--- src/rtl/chip8_mem_xfer.sv ---
// Multi-byte CHIP-8 memory instruction engine: FX55 store, FX65 load, FX33 BCD.
// Define CHIP8_I_INCREMENT_EN for COSMAC VIP semantics (I advances by X+1 after FX55/FX65).
module chip8_mem_xfer #(
    parameter int unsigned ADDR_W = 12,
    parameter int unsigned XW     = 4
) (
    input  logic              clk,
    input  logic              rst_n,
    input  logic              cmd_valid,
    output logic              cmd_ready,
    input  logic [1:0]        cmd_op,
    input  logic [XW-1:0]     cmd_x,
    input  logic [ADDR_W-1:0] cmd_i,
    output logic              mem_we,
    output logic [ADDR_W-1:0] mem_addr,
    output logic [7:0]        mem_wdata,
    output logic [ADDR_W-1:0] mem_raddr,
    input  logic [7:0]        mem_rdata,
    output logic [XW-1:0]     reg_idx,
    input  logic [7:0]        reg_rdata,
    output logic              reg_we,
    output logic [XW-1:0]     reg_widx,
    output logic [7:0]        reg_wdata,
    output logic              done,
    output logic              err,
    output logic              i_we,
    output logic [ADDR_W-1:0] i_out
);

    localparam logic [1:0] OpStore = 2'b00;
    localparam logic [1:0] OpLoad  = 2'b01;
    localparam logic [1:0] OpBcd   = 2'b10;
    localparam logic [1:0] OpIll   = 2'b11;

    typedef enum logic [2:0] {
        StIdle,
        StStore,
        StLoad,
        StLoadTail,
        StBcdLatch,
        StBcdWr,
        StDone
    } state_e;

    state_e              state_q, state_d;
    logic [XW-1:0]       k_q, k_d;
    logic [XW-1:0]       x_q, x_d;
    logic [ADDR_W-1:0]   i_q, i_d;
    logic [1:0]          op_q, op_d;
    logic [7:0]          bcd_q, bcd_d;

    logic [ADDR_W-1:0]   addr_k;
    logic [7:0]          bcd_hund, bcd_tens, bcd_ones;

    // Address arithmetic wraps naturally at ADDR_W bits.
    assign addr_k   = i_q + ADDR_W'(k_q);
    assign bcd_hund = bcd_q / 8'd100;
    assign bcd_tens = (bcd_q / 8'd10) % 8'd10;
    assign bcd_ones = bcd_q % 8'd10;

    assign cmd_ready = (state_q == StIdle);

    always_ff @(posedge clk or negedge rst_n) begin
        if (!rst_n) begin
            state_q <= StIdle;
            k_q     <= '0;
            x_q     <= '0;
            i_q     <= '0;
            op_q    <= '0;
            bcd_q   <= '0;
        end else begin
            state_q <= state_d;
            k_q     <= k_d;
            x_q     <= x_d;
            i_q     <= i_d;
            op_q    <= op_d;
            bcd_q   <= bcd_d;
        end
    end

    always_comb begin
        state_d = state_q;
        k_d     = k_q;
        x_d     = x_q;
        i_d     = i_q;
        op_d    = op_q;
        bcd_d   = bcd_q;
        unique case (state_q)
            StIdle: begin
                if (cmd_valid) begin
                    x_d  = cmd_x;
                    i_d  = cmd_i;
                    op_d = cmd_op;
                    k_d  = '0;
                    unique case (cmd_op)
                        OpStore: state_d = StStore;
                        OpLoad:  state_d = StLoad;
                        OpBcd:   state_d = StBcdLatch;
                        OpIll:   state_d = StDone;
                        default: state_d = StDone;
                    endcase
                end
            end
            StStore: begin
                if (k_q == x_q) state_d = StDone;
                else            k_d = k_q + XW'(1);
            end
            StLoad: begin
                if (k_q == x_q) state_d = StLoadTail;
                else            k_d = k_q + XW'(1);
            end
            StLoadTail: state_d = StDone;
            StBcdLatch: begin
                bcd_d   = reg_rdata;
                k_d     = '0;
                state_d = StBcdWr;
            end
            StBcdWr: begin
                if (k_q == XW'(2)) state_d = StDone;
                else               k_d = k_q + XW'(1);
            end
            StDone:  state_d = StIdle;
            default: state_d = StIdle;
        endcase
    end

    always_comb begin
        mem_we    = 1'b0;
        mem_addr  = '0;
        mem_wdata = '0;
        mem_raddr = '0;
        reg_idx   = '0;
        reg_we    = 1'b0;
        reg_widx  = '0;
        reg_wdata = '0;
        done      = 1'b0;
        err       = 1'b0;
        i_we      = 1'b0;
        i_out     = '0;
        unique case (state_q)
            StStore: begin
                reg_idx   = k_q;
                mem_we    = 1'b1;
                mem_addr  = addr_k;
                mem_wdata = reg_rdata;
            end
            StLoad: begin
                mem_raddr = addr_k;
                // Read data lags the address by one cycle, so write back the previous index.
                if (k_q != '0) begin
                    reg_we    = 1'b1;
                    reg_widx  = k_q - XW'(1);
                    reg_wdata = mem_rdata;
                end
            end
            StLoadTail: begin
                reg_we    = 1'b1;
                reg_widx  = x_q;
                reg_wdata = mem_rdata;
            end
            StBcdLatch: reg_idx = x_q;
            StBcdWr: begin
                mem_we   = 1'b1;
                mem_addr = addr_k;
                if (k_q == '0)          mem_wdata = bcd_hund;
                else if (k_q == XW'(1)) mem_wdata = bcd_tens;
                else                    mem_wdata = bcd_ones;
            end
            StDone: begin
                done = 1'b1;
                err  = (op_q == OpIll);
`ifdef CHIP8_I_INCREMENT_EN
                if (op_q == OpStore || op_q == OpLoad) begin
                    i_we  = 1'b1;
                    i_out = i_q + ADDR_W'(x_q) + ADDR_W'(1);
                end
`else
                i_we  = 1'b0;
                i_out = '0;
`endif
            end
            default: ;
        endcase
    end

endmodule

--- config.mk ---
export PLATFORM = sky130hd
export DESIGN_NAME = chip8_mem_xfer
export DESIGN_NICKNAME = d
export VERILOG_FILES = /design/src/rtl/chip8_mem_xfer.sv
export SDC_FILE = /design/constraint.sdc
export NUM_CORES = 1
export LEC_CHECK = 0
export ABC_AREA = 0
export CELL_PAD_IN_SITES_DETAIL_PLACEMENT = 2
export CELL_PAD_IN_SITES_GLOBAL_PLACEMENT = 2
export CORE_MARGIN = 2
export CORE_UTILIZATION = 28
export DETAILED_ROUTE_END_ITERATION = 10
export PLACE_DENSITY = 0.83
export REMOVE_ABC_BUFFERS = 1
export SETUP_SLACK_MARGIN = 0.05
export SYNTH_ARGS = -nofsm -noshare
export SYNTH_HDL_FRONTEND = slang
export SYNTH_SLANG_ARGS = --single-unit
--- constraint.sdc ---
create_clock -name clk -period 5.2 [get_ports clk]
set_input_delay 0.78 -clock clk [delete_from_list [all_inputs] [get_ports clk]]
set_output_delay 0.78 -clock clk [all_outputs]
set_load 0.01 [all_outputs]
## Word-level counts from Yosys, hierarchy flattened

Cells that the tools add are included.

- Memory bits (read-only): 0
- Word-level logic and storage cells: 67
- Memories: 0
- Flip-flop bits (word level): 33
- RAM bits: 0
- Latch bits: 0

- Multipliers: 0
- Bitwise gates (word level): 0
- Reduce and logical (&&, ||, !) cells: 10
- Shift operators: 0
- Mux-type cells: 25
- Eq/ne operators: 19
- Divide/modulo/power cells: 4
- $lt $le $gt $ge: 0
- Add/subtract/negate cells: 3

Operator list:

| operator | number |
|---|---|
| one-hot mux 8 bit (2 select lines) | 2 |
| two-way mux 12 bit | 2 |
| two-way mux 8 bit | 3 |
| one-hot mux 3 bit (6 select lines) | 1 |
| remainder unit 8 x 4 -> 8 bit (second input constant) | 2 |
| two-way mux 4 bit | 4 |
| one-hot mux 4 bit (2 select lines) | 2 |
| one-hot mux 4 bit (4 select lines) | 1 |
| adder 12 x 4 -> 12 bit | 1 |
| two-way mux 3 bit | 4 |
| inequality test 2 bit (second input constant) | 6 |
| one-hot mux 3 bit (4 select lines) | 1 |
| equality test 3 bit (second input constant) | 3 |
| divider 8 x 4 -> 8 bit (second input constant) | 1 |
| divider 8 x 7 -> 8 bit (second input constant) | 1 |
| AND reduction 4 bit | 2 |
| nonzero test 4 bit | 2 |
| equality test 2 bit (second input constant) | 3 |
| equality test 3 x 2 -> 1 bit (second input constant) | 2 |
| adder 4 x 1 -> 4 bit (second input constant) | 1 |
| equality test 4 x 1 -> 1 bit (second input constant) | 1 |
| equality test 4 x 2 -> 1 bit (second input constant) | 1 |
| equality test 4 bit | 1 |
| logical NOT 4 bit | 1 |
| 9 further kinds | 13 |

## Logic depth before layout (Yosys ltp)

Gate-level depths: netlist (run 1).

- Word-level depth: 5
- Mapped depth: 19
- Gate-level depth less buffers: 18

## Worst setup path after synthesis (run 1)

No wires, ideal clock.

- Path kind: register -> output
- Start point: register k_q[1]
- End point: output mem_wdata[1]
- Path buffers: 2
- Data required time: 4.420 ns
- Stages on the path, launching flop included: 19
- Data arrival time: 4.038 ns
- Slack: 0.382 ns
- Cell sequence: dfrtp_1 > inv_1 > ha_1 > or3b_4 > buf_6 > and2_1 > ha_1 > buf_2 > nor3b_1 > a2111oi_0 > o32ai_1 > a22oi_1 > ha_1 > a21boi_0 > o21ai_2 > nand3_1 > a32o_2 > xor2_1 > o22ai_1

- Cells in the longest elaborated chain, start to end: 4
- Elaborated cells on any way between the ends: 5
- Those cells by class: eq/ne: 1; mux: 3; reduce/logical: 1

RTL lines:

| item | RTL line | RTL |
|---|---|---|
| start: declaration | 46 | `logic [XW-1:0] k_q, k_d;` |
| start signal: assignment | 73 | `k_q <= k_d;` |
| equality test 4 x 1 -> 1 bit | 166 | `else if (k_q == XW'(1)) mem_wdata = bcd_tens;` |
| two-way mux 8 bit | 166 |  |
| two-way mux 8 bit (*) | 165 | `if (k_q == '0) mem_wdata = bcd_hund;` |
| one-hot mux 8 bit (2 select lines) (*) | 140 | `unique case (state_q)` |
| end: declaration | 16 | `output logic [7:0] mem_wdata,` |

Mark *: on every way between the ends. The rest lies on a longest branch, timed or not.

## Final worst setup path (run 1)

- Start point: register k_q[1]
- End point: output mem_wdata[4]

The elaborated chain is that of the path after synthesis.

==> results of run 1 <==
[synth_stat cells, types with 3 or more instances]
cell type / count / area [µm²]
a211oi_1: 12 / 90.1
a21o_1: 5 / 37.5
a21oi_1: 16 / 80.1
a221oi_1: 4 / 35.0
a22o_1: 8 / 70.1
a22oi_1: 5 / 37.5
a31oi_1: 6 / 37.5
and2_1: 17 / 106
and3_1: 4 / 25.0
buf_2: 10 / 50.1
buf_4: 17 / 128
buf_6: 4 / 45.0
clkbuf_1: 12 / 45.0
dfrtp_1: 33 / 826
ha_1: 11 / 138
inv_1: 13 / 48.8
mux2_2: 21 / 236
nand2_1: 37 / 139
nand2b_1: 10 / 62.6
nand3_1: 12 / 60.1
nand3b_1: 3 / 22.5
nor2_1: 43 / 161
nor2b_1: 9 / 56.3
nor3_1: 6 / 30.0
nor3b_1: 4 / 30.0
o2111ai_1: 5 / 43.8
o21ai_0: 22 / 110
o21ai_1: 5 / 25.0
o22ai_1: 4 / 25.0
o31ai_1: 3 / 22.5
xnor2_1: 13 / 114
xor2_1: 8 / 70.1
[worst max path at each step]
stage,start,end,slack (ns),cells past startpoint
2_1_floorplan,k_q[1],mem_wdata[1],0.42,16
3_3_place_gp,k_q[1],mem_wdata[1],0.14,16
3_5_place_dp,k_q[1],mem_wdata[1],-0.09,16
4_1_cts,k_q[1],mem_wdata[1],0.03,16
5_1_grt,k_q[1],mem_wdata[2],0.06,17
6_report,k_q[1],mem_wdata[4],0.20,15
[logic make-up (layout without fill, tap and decap cells)]
family	count (synthesis)	count (layout)	share of synthesized area (%)
xor+xnor	22	22	5.53
flops	33	33	22.8
compound gates	127	127	26.1
fa+ha+maj	12	12	4.35
mux	23	23	7.08
other cells	1	13	0.104
buf+inv	59	139	9.09
simple gates	167	167	25.0
[what timing repair did]
action,4_1_cts,5_1_grt
hold buffers,0,0
buffers inserted,4,7
cloned,0,0
resized for setup,16,15
setup endpoints to repair,6,6
pin swaps,5,10
endpoints found under the hold margin,0,0
[flip-flops by register name, indices dropped and copies added (netlist names)]
name / count
i_q: 12
bcd_q: 8
k_q: 4
x_q: 4
state_q: 3
op_q: 2
[routing by layer]
| metal | vias up | track usage, % | wire length, µm |
|---|---|---|---|
| met5 | - | 0 | 0 |
| met4 | 0 | 3.77 | 128 |
| met3 | 12 | 2.71 | 582 |
| met2 | 111 | 37.8 | 7690 |
| met1 | 1965 | 25.1 | 6150 |
| li1 | 1774 | - | - |
[where the power goes]
part	switching [mW]	total [mW]	internal, mW
Combinational	1.81	3.23	1.42
Clock	0.101	0.288	0.188
Sequential	0.210	0.590	0.379
[stage by stage]
stage | worst slack [ns] | setup TNS, ns | util (%) | cells
6_report | 0.205 | 0 | 39.2 | 708
5_1_grt | 0.0594 | 0 | 39.2 | 708
4_1_cts | 0.0327 | 0 | 38.4 | 701
3_5_place_dp | -0.0909 | -0.136 | 36.7 | 690
3_3_place_gp | 0.143 | 0 | 36.7 | 690
2_1_floorplan | 0.418 | 0 | - | 411
[area by class of cell]
class,instances,area [µm²]
multi-input combinational,364,2610
clock buffer,7,143
fill,1446,7680
timing repair buffer,118,1090
tap,172,215
sequential,33,826
inverter,14,52.6
==> run summary, run 1 <==
status -> completed
vias per cell -> 5.45
clock skew -> 0.00436 ns
chip width -> 118 µm
TritonCTS clock tree -> yes
layout cells sized above 1 -> 18.1%
Synth async-reset ratio -> 100%
worst path cell trace -> inv_2 -> ha_1 -> or3b_4 -> and2_4 -> ha_4 -> nor3b_4 -> a2111oi_2 -> o32ai_2 -> a22oi_2 -> ha_2 -> o32a_1 -> nand3b_4 -> a32o_2 -> a221o_1 -> dlygate4sd2_1
router iterations before antenna repair -> 4
CP max stage cell -> or3b_4
GRT Overall Usage -> 20.3%
Pleak -> 1.90 nW
Worst Tran Pin Value -> 0.976 ns
MaxCap Viol Count -> 0
Ys Warns -> 0
routed wire length -> 14600 µm
CP peak stage delay -> 0.40 ns
Post-layout nets -> 585
CP max FO -> 6
Starting Density -> 28.7%
top_reg_cell synth -> dfrtp_1
most frequent cells in the layout -> clkdlybuf4s50_1 (84), nor2_1 (43), nand2_1 (37), dfrtp_1 (33), buf_4 (29)
row count -> 41
io pins -> 103
Antenna diodes -> 0
endpoint of the worst hold path -> op_q[1]
H-tree depth -> 2
die area -> 0.0139 mm²
Pwr Density -> 831 mW/mm²
root buffer cell -> clkbuf_16
worst flop-to-flop path startpoint -> k_q[1]
first-pass GRT wire length -> 22900 µm
post-route minimum period -> 5.00 ns
synthesized area -> 0.00362 mm²
distinct cell type count after synthesis -> 81
Gate Count Post-Synth -> 444
Hold WS -> 0.498 ns
Design Area, Final -> 0.00494 mm²
WS Path Type -> reg2out
crit share post-route -> 96.1%
startpoint types -> flop
Antenna Nets Post-Route -> 0
Hold/Removal Path Class -> reg2reg
Placed Area -> 0.00464 mm²
RSZ-0062 raised after global routing -> no
kind of cell adding the most delay to the critical path -> compound AO/OA/AOI/OAI gates
Total Power -> 4.11 mW
relative slew slack -> 34.7%
die height -> 118 µm
drt first-iter violations -> 201
Reg2Reg Setup Slack -> 2.32 ns
commonest non-fill, non-tap cell in the layout -> clkdlybuf4s50_1
Cells on Worst Hold Path -> 1
Yosys reg bits -> 33
r2r endpoint -> k_q[3]
Detailed Place HPWL -> 10700 µm
worst path bufs/invs -> 2
gr ovfl total -> 0
Clock transition at path regs -> 0.05 ns
Slew Limit Fails -> 0
IO buf count -> 89
routed length per placed instance -> 20.6 µm
Placer Congestion -> 0.882
fmax -> 200 MHz
final hold violation count -> 0
number of global-route vias before repair -> 4104
worst reg-to-reg path cell count -> 11
sequential fraction of the synthesis area -> 22.8%
Mapped Avg Cell Area -> 8.16 µm²
via count -> 3862
Num Clock Sinks -> 33
Max Buffers Root-to-Sink -> 2
clk_lat worst skew -> 0.28 ns
Worst EP required -> 4.42 ns
endpoints failing setup -> 0
Max IR drop VDD -> 0.205 mV
WP data arrival -> 4.22 ns
element type at the critical path end -> primary output
largest net degree at the start of global routing -> 34
cts bufs inserted -> 5
DR DRC count -> 0
Area Overhead vs Synth -> 36.5%
antenna violations before repair -> 0
number of synthesized flops with an enable pin -> 0
CORE AREA -> 0.0126 mm²
hold path start -> op_q[1]
No activity file was read; power rests on OpenSTA's default activity.
==> run 2: changes to the inputs <==
==> config.mk (replaced) <==
export PLATFORM = sky130hd
export DESIGN_NAME = chip8_mem_xfer
export DESIGN_NICKNAME = d
export VERILOG_FILES = /design/src/rtl/chip8_mem_xfer.sv
export SDC_FILE = /design/constraint.sdc
export NUM_CORES = 1
export LEC_CHECK = 0
export ABC_AREA = 1
export CELL_PAD_IN_SITES_DETAIL_PLACEMENT = 1
export CELL_PAD_IN_SITES_GLOBAL_PLACEMENT = 1
export CORE_MARGIN = 2
export CORE_UTILIZATION = 33
export DETAILED_ROUTE_END_ITERATION = 10
export PLACE_DENSITY = 0.82
export REMOVE_ABC_BUFFERS = 1
export SETUP_SLACK_MARGIN = 0.05
export SYNTH_ARGS = -nofsm -noshare
export SYNTH_HDL_FRONTEND = slang
export SYNTH_SLANG_ARGS = --single-unit
==> run 2 against run 1 <==
  * Die area shrank 22%
  * Synthesized cell count is 7.0% higher
  * Worst hold slack improved by 0.0096 ns
  * Cell area decreased by 9.3%
  * Synthesized area is 8.8% lower
  * Global-route usage decreased by 0.20 points
  * Wire length shrank 25%
  * Via count decreased by 11%
  * Maximum frequency is 2.7% higher
  * First-iteration DRC count decreased by 50%
  * Clock skew is 0.0012 ns higher
  * Count of clock-buffer cells in the layout fell by 2
==> run summary, run 2 <==
fmax -> 206 MHz (was 200 MHz)
H-tree depth -> 2 (unchanged)
element type at the critical path end -> primary output (unchanged)
Placer Congestion -> 0.883 (was 0.882)
endpoint of the worst hold path -> op_q[0] (was op_q[1])
Num Clock Sinks -> 33 (unchanged)
most numerous cell in the Yosys netlist -> inv_1 (was nor2_1)
Largest Register -> i_q (unchanged)
Area Overhead vs Synth -> 35.8% (was 36.5%)
Hold WS -> 0.507 ns (was 0.498 ns)
Clock transition at path regs -> 0.08 ns (was 0.05 ns)
final hold violation count -> 0 (unchanged)
startpoint types -> flop (unchanged)
Max Buffers Root-to-Sink -> 2 (unchanged)
most frequent cells in the layout -> clkdlybuf4s50_1 (84), nand2_1 (71), inv_1 (69), nor2_1 (68), nand3_1 (33) (was clkdlybuf4s50_1 (84), nor2_1 (43), nand2_1 (37), dfrtp_1 (33), buf_4 (29))
row count -> 36 (was 41)
synthesized area -> 0.00330 mm² (was 0.00362 mm²)
endpoints failing setup -> 0 (unchanged)
routed wire length -> 10900 µm (was 14600 µm)
layout cells sized above 1 -> 16.8% (was 18.1%)
antenna violations before repair -> 0 (unchanged)
vias per cell -> 4.85 (was 5.45)
r2r endpoint -> k_q[2] (was k_q[3])
Placed Area -> 0.00428 mm² (was 0.00464 mm²)
Worst EP required -> 4.42 ns (about the same)
fill cell instance count of the final layout -> 1264 (was 1446)
Cells on Worst Hold Path -> 2 (was 1)
CP peak stage delay -> 0.53 ns (was 0.40 ns)
clk_lat worst skew -> 0.29 ns (was 0.28 ns)
CORE AREA -> 0.00973 mm² (was 0.0126 mm²)
largest family of logic cells by synthesized area -> simple AND/OR/NAND/NOR gates (was compound AO/OA/AOI/OAI gates)
MaxCap Viol Count -> 0 (unchanged)
Antenna diodes -> 0 (unchanged)
Setup TNS -> 0 ns (unchanged)
CP max FO -> 12 (was 6)
sequential fraction of the synthesis area -> 25.0% (was 22.8%)
chip width -> 104 µm (was 118 µm)
TritonCTS clock tree -> yes (unchanged)
distinct cell type count after synthesis -> 48 (was 81)
router iterations before antenna repair -> 4 (unchanged)
largest cells by area after synthesis -> dfrtp_1 (25%), inv_1 (8.2%), nand2_1 (8.1%), nor2_1 (7.7%), nand3_1 (5.3%) (was dfrtp_1 (23%), mux2_2 (6.5%), nor2_1 (4.5%), nand2_1 (3.8%), ha_1 (3.8%))
number of synthesized flops with an enable pin -> 0 (unchanged)
Starting Density -> 33.9% (was 28.7%)
GRT Overall Usage -> 20.1% (was 20.3%)
Detailed Place HPWL -> 8560 µm (was 10700 µm)
Antenna Nets Post-Route -> 0 (unchanged)
XOR/XNOR Fraction of Synth Area -> 5.04% (was 5.53%)
via count -> 3421 (was 3862)
io pins -> 103 (unchanged)
die height -> 104 µm (was 118 µm)
max FFs per register -> 12 (unchanged)
Post-layout nets -> 620 (was 585)
Mapped Avg Cell Area -> 6.95 µm² (was 8.16 µm²)
Top Registers -> i_q: 12 flops, bcd_q: 8 flops (unchanged)
most used cell, CP -> nand2_4
clock skew -> 0.00557 ns (was 0.00436 ns)
relative slew slack -> 33.1% (was 34.7%)
Ys Warns -> 0 (unchanged)
CP max stage cell -> clkdlybuf4s50_1 (was or3b_4)
Post-Synth Adder-Cell Area -> 4.78% (was 4.35%)
Gate Count Post-Synth -> 475 (was 444)
status -> completed (unchanged)
die area -> 0.0108 mm² (was 0.0139 mm²)
Reg2Reg Setup Slack -> 2.81 ns (was 2.32 ns)
top_reg_cell synth -> dfrtp_1 (unchanged)
post-synth top area share -> 25.0% (was 22.8%)
RSZ-0062 raised after global routing -> no (unchanged)
hold path start -> op_q[0] (was op_q[1])
WP data arrival -> 4.08 ns (was 4.22 ns)
Post-synth top cells -> inv_1 (72), nand2_1 (71), nor2_1 (68) (was nor2_1 (43), nand2_1 (37), dfrtp_1 (33))
Yosys reg bits -> 33 (unchanged)
Slew Limit Fails -> 0 (unchanged)
routed length per placed instance -> 15.5 µm (was 20.6 µm)
root buffer cell -> clkbuf_8 (was clkbuf_16)
worst reg-to-reg path cell count -> 11 (unchanged)
number of global-route vias before repair -> 3715 (was 4104)
largest net degree at the start of global routing -> 34 (unchanged)
WS Path Type -> reg2out (unchanged)
commonest non-fill, non-tap cell in the layout -> clkdlybuf4s50_1 (unchanged)
cts bufs inserted -> 5 (unchanged)
simple-gate share of the synthesized area -> 34.2% (was 25.0%)
Synth async-reset ratio -> 100% (unchanged)
Design Area, Final -> 0.00448 mm² (was 0.00494 mm²)
Worst Tran Pin Value -> 1.00 ns (was 0.976 ns)
first-pass GRT wire length -> 18100 µm (was 22900 µm)
post-route minimum period -> 4.86 ns (was 5.00 ns)
multiplexer share of the synthesized area -> 3.07% (was 7.08%)
DR DRC count -> 0 (unchanged)
complex-gate fraction of the synthesized area -> 13.7% (was 26.1%)
crit share post-route -> 93.6% (was 96.1%)
Hold/Removal Path Class -> reg2reg (unchanged)
gr ovfl total -> 0 (unchanged)
cell accounting for the most synthesized area -> dfrtp_1 (unchanged)
worst flop-to-flop path startpoint -> state_q[0] (was k_q[1])
IO buf count -> 89 (unchanged)
drt first-iter violations -> 101 (was 201)
## run 2: cell count changes in the layout (fill, tap and decap cells not counted), sizes merged, moves of 12 or more
cell / delta
mux2: -12
and2: -15
buf: -18
a211oi: -12
nand2: +60
nor2: +28
nand3: +27
inv: +66
## run 2: per-layer routing
metal  share of wire [%]  global-route usage (%)
met5                   0                       0
met1                  41                    23.0
met4                0.85                    4.83
met3                 4.3                    3.13
met2                  54                    38.9
## run 2: how the worst max path moves through the flow
stage                     cells after the start  slack (ns)  startpoint           end
after floorplan                              30        1.05      k_q[1]  mem_wdata[2]
after global placement                       31        0.43      k_q[1]  mem_wdata[1]
after detailed placement                     32        0.21      k_q[1]  mem_wdata[2]
after CTS                                    31        0.05      k_q[1]  mem_wdata[1]
after global routing                         32        0.04      k_q[1]  mem_wdata[2]
final                                        28        0.34      k_q[1]  mem_wdata[6]
## run 2: what timing repair did
action                                  in CTS  in global routing
endpoints found under the setup margin       6                  6
hold buffers                                 0                  0
gates resized for setup                      8                 11
buffers inserted                             0                  6
pin swaps                                    0                  1
## run 2: worst max-delay path, delay by kind of cell (launching register included)
family	cells	cell delay, ns
buffers and inverters	5	0.92
AOI/OAI and AO/OA	1	0.07
adders and majority gates	3	0.59
and+or+nand+nor	19	1.81
DFF	1	0.40
## run 2: logic make-up (layout without fill, tap and decap cells)
group | after synthesis | after routing
and+or+nand+nor | 226 | 226
buffers and inverters | 103 | 188
other | 1 | 13
AOI/OAI and AO/OA | 72 | 72
adders and majority gates | 12 | 12
DFF | 33 | 33
muxes | 9 | 9
xor gates and xnor gates | 19 | 19
## run 2: cell type report
cell class	instances	area (µm²)	area share [%]
Sequential cell	33	827	18.4
Multi-Input combinational cell	351	2120	47.3
Tap cell	133	166	3.71
Timing Repair Buffer	100	982	21.9
Inverter	80	300	6.70
Clock inverter	3	17.5	0.391
Clock buffer	5	68.8	1.54
## run 2: per-stage QoR
| step | setup slack [ns] | instances | utilization, % |
|---|---|---|---|
| finish | 0.335 | 705 | 46.1 |
| global route | 0.0419 | 705 | 46.1 |
| CTS | 0.0533 | 699 | 45.1 |
| detailed placement | 0.213 | 691 | 44.0 |
| global placement | 0.428 | 691 | 44.0 |
| floorplan | 1.05 | 464 | - |
Power of run 2 is not shown: default switching activity piles up to over one toggle a cycle in this logic, so the estimate is an artifact.
==> run 3: changes to the inputs <==
--- a/config.mk
+++ b/config.mk
@@ -6,6 +6,7 @@
 export NUM_CORES = 1
 export LEC_CHECK = 0
 export ABC_AREA = 1
+export CAP_MARGIN = 0
 export CELL_PAD_IN_SITES_DETAIL_PLACEMENT = 1
 export CELL_PAD_IN_SITES_GLOBAL_PLACEMENT = 1
 export CORE_MARGIN = 2
==> results of run 3 <==
No change in the layout: final DEF, timing and power equal those of run 2.
Power of run 3 is left out for the same reason.
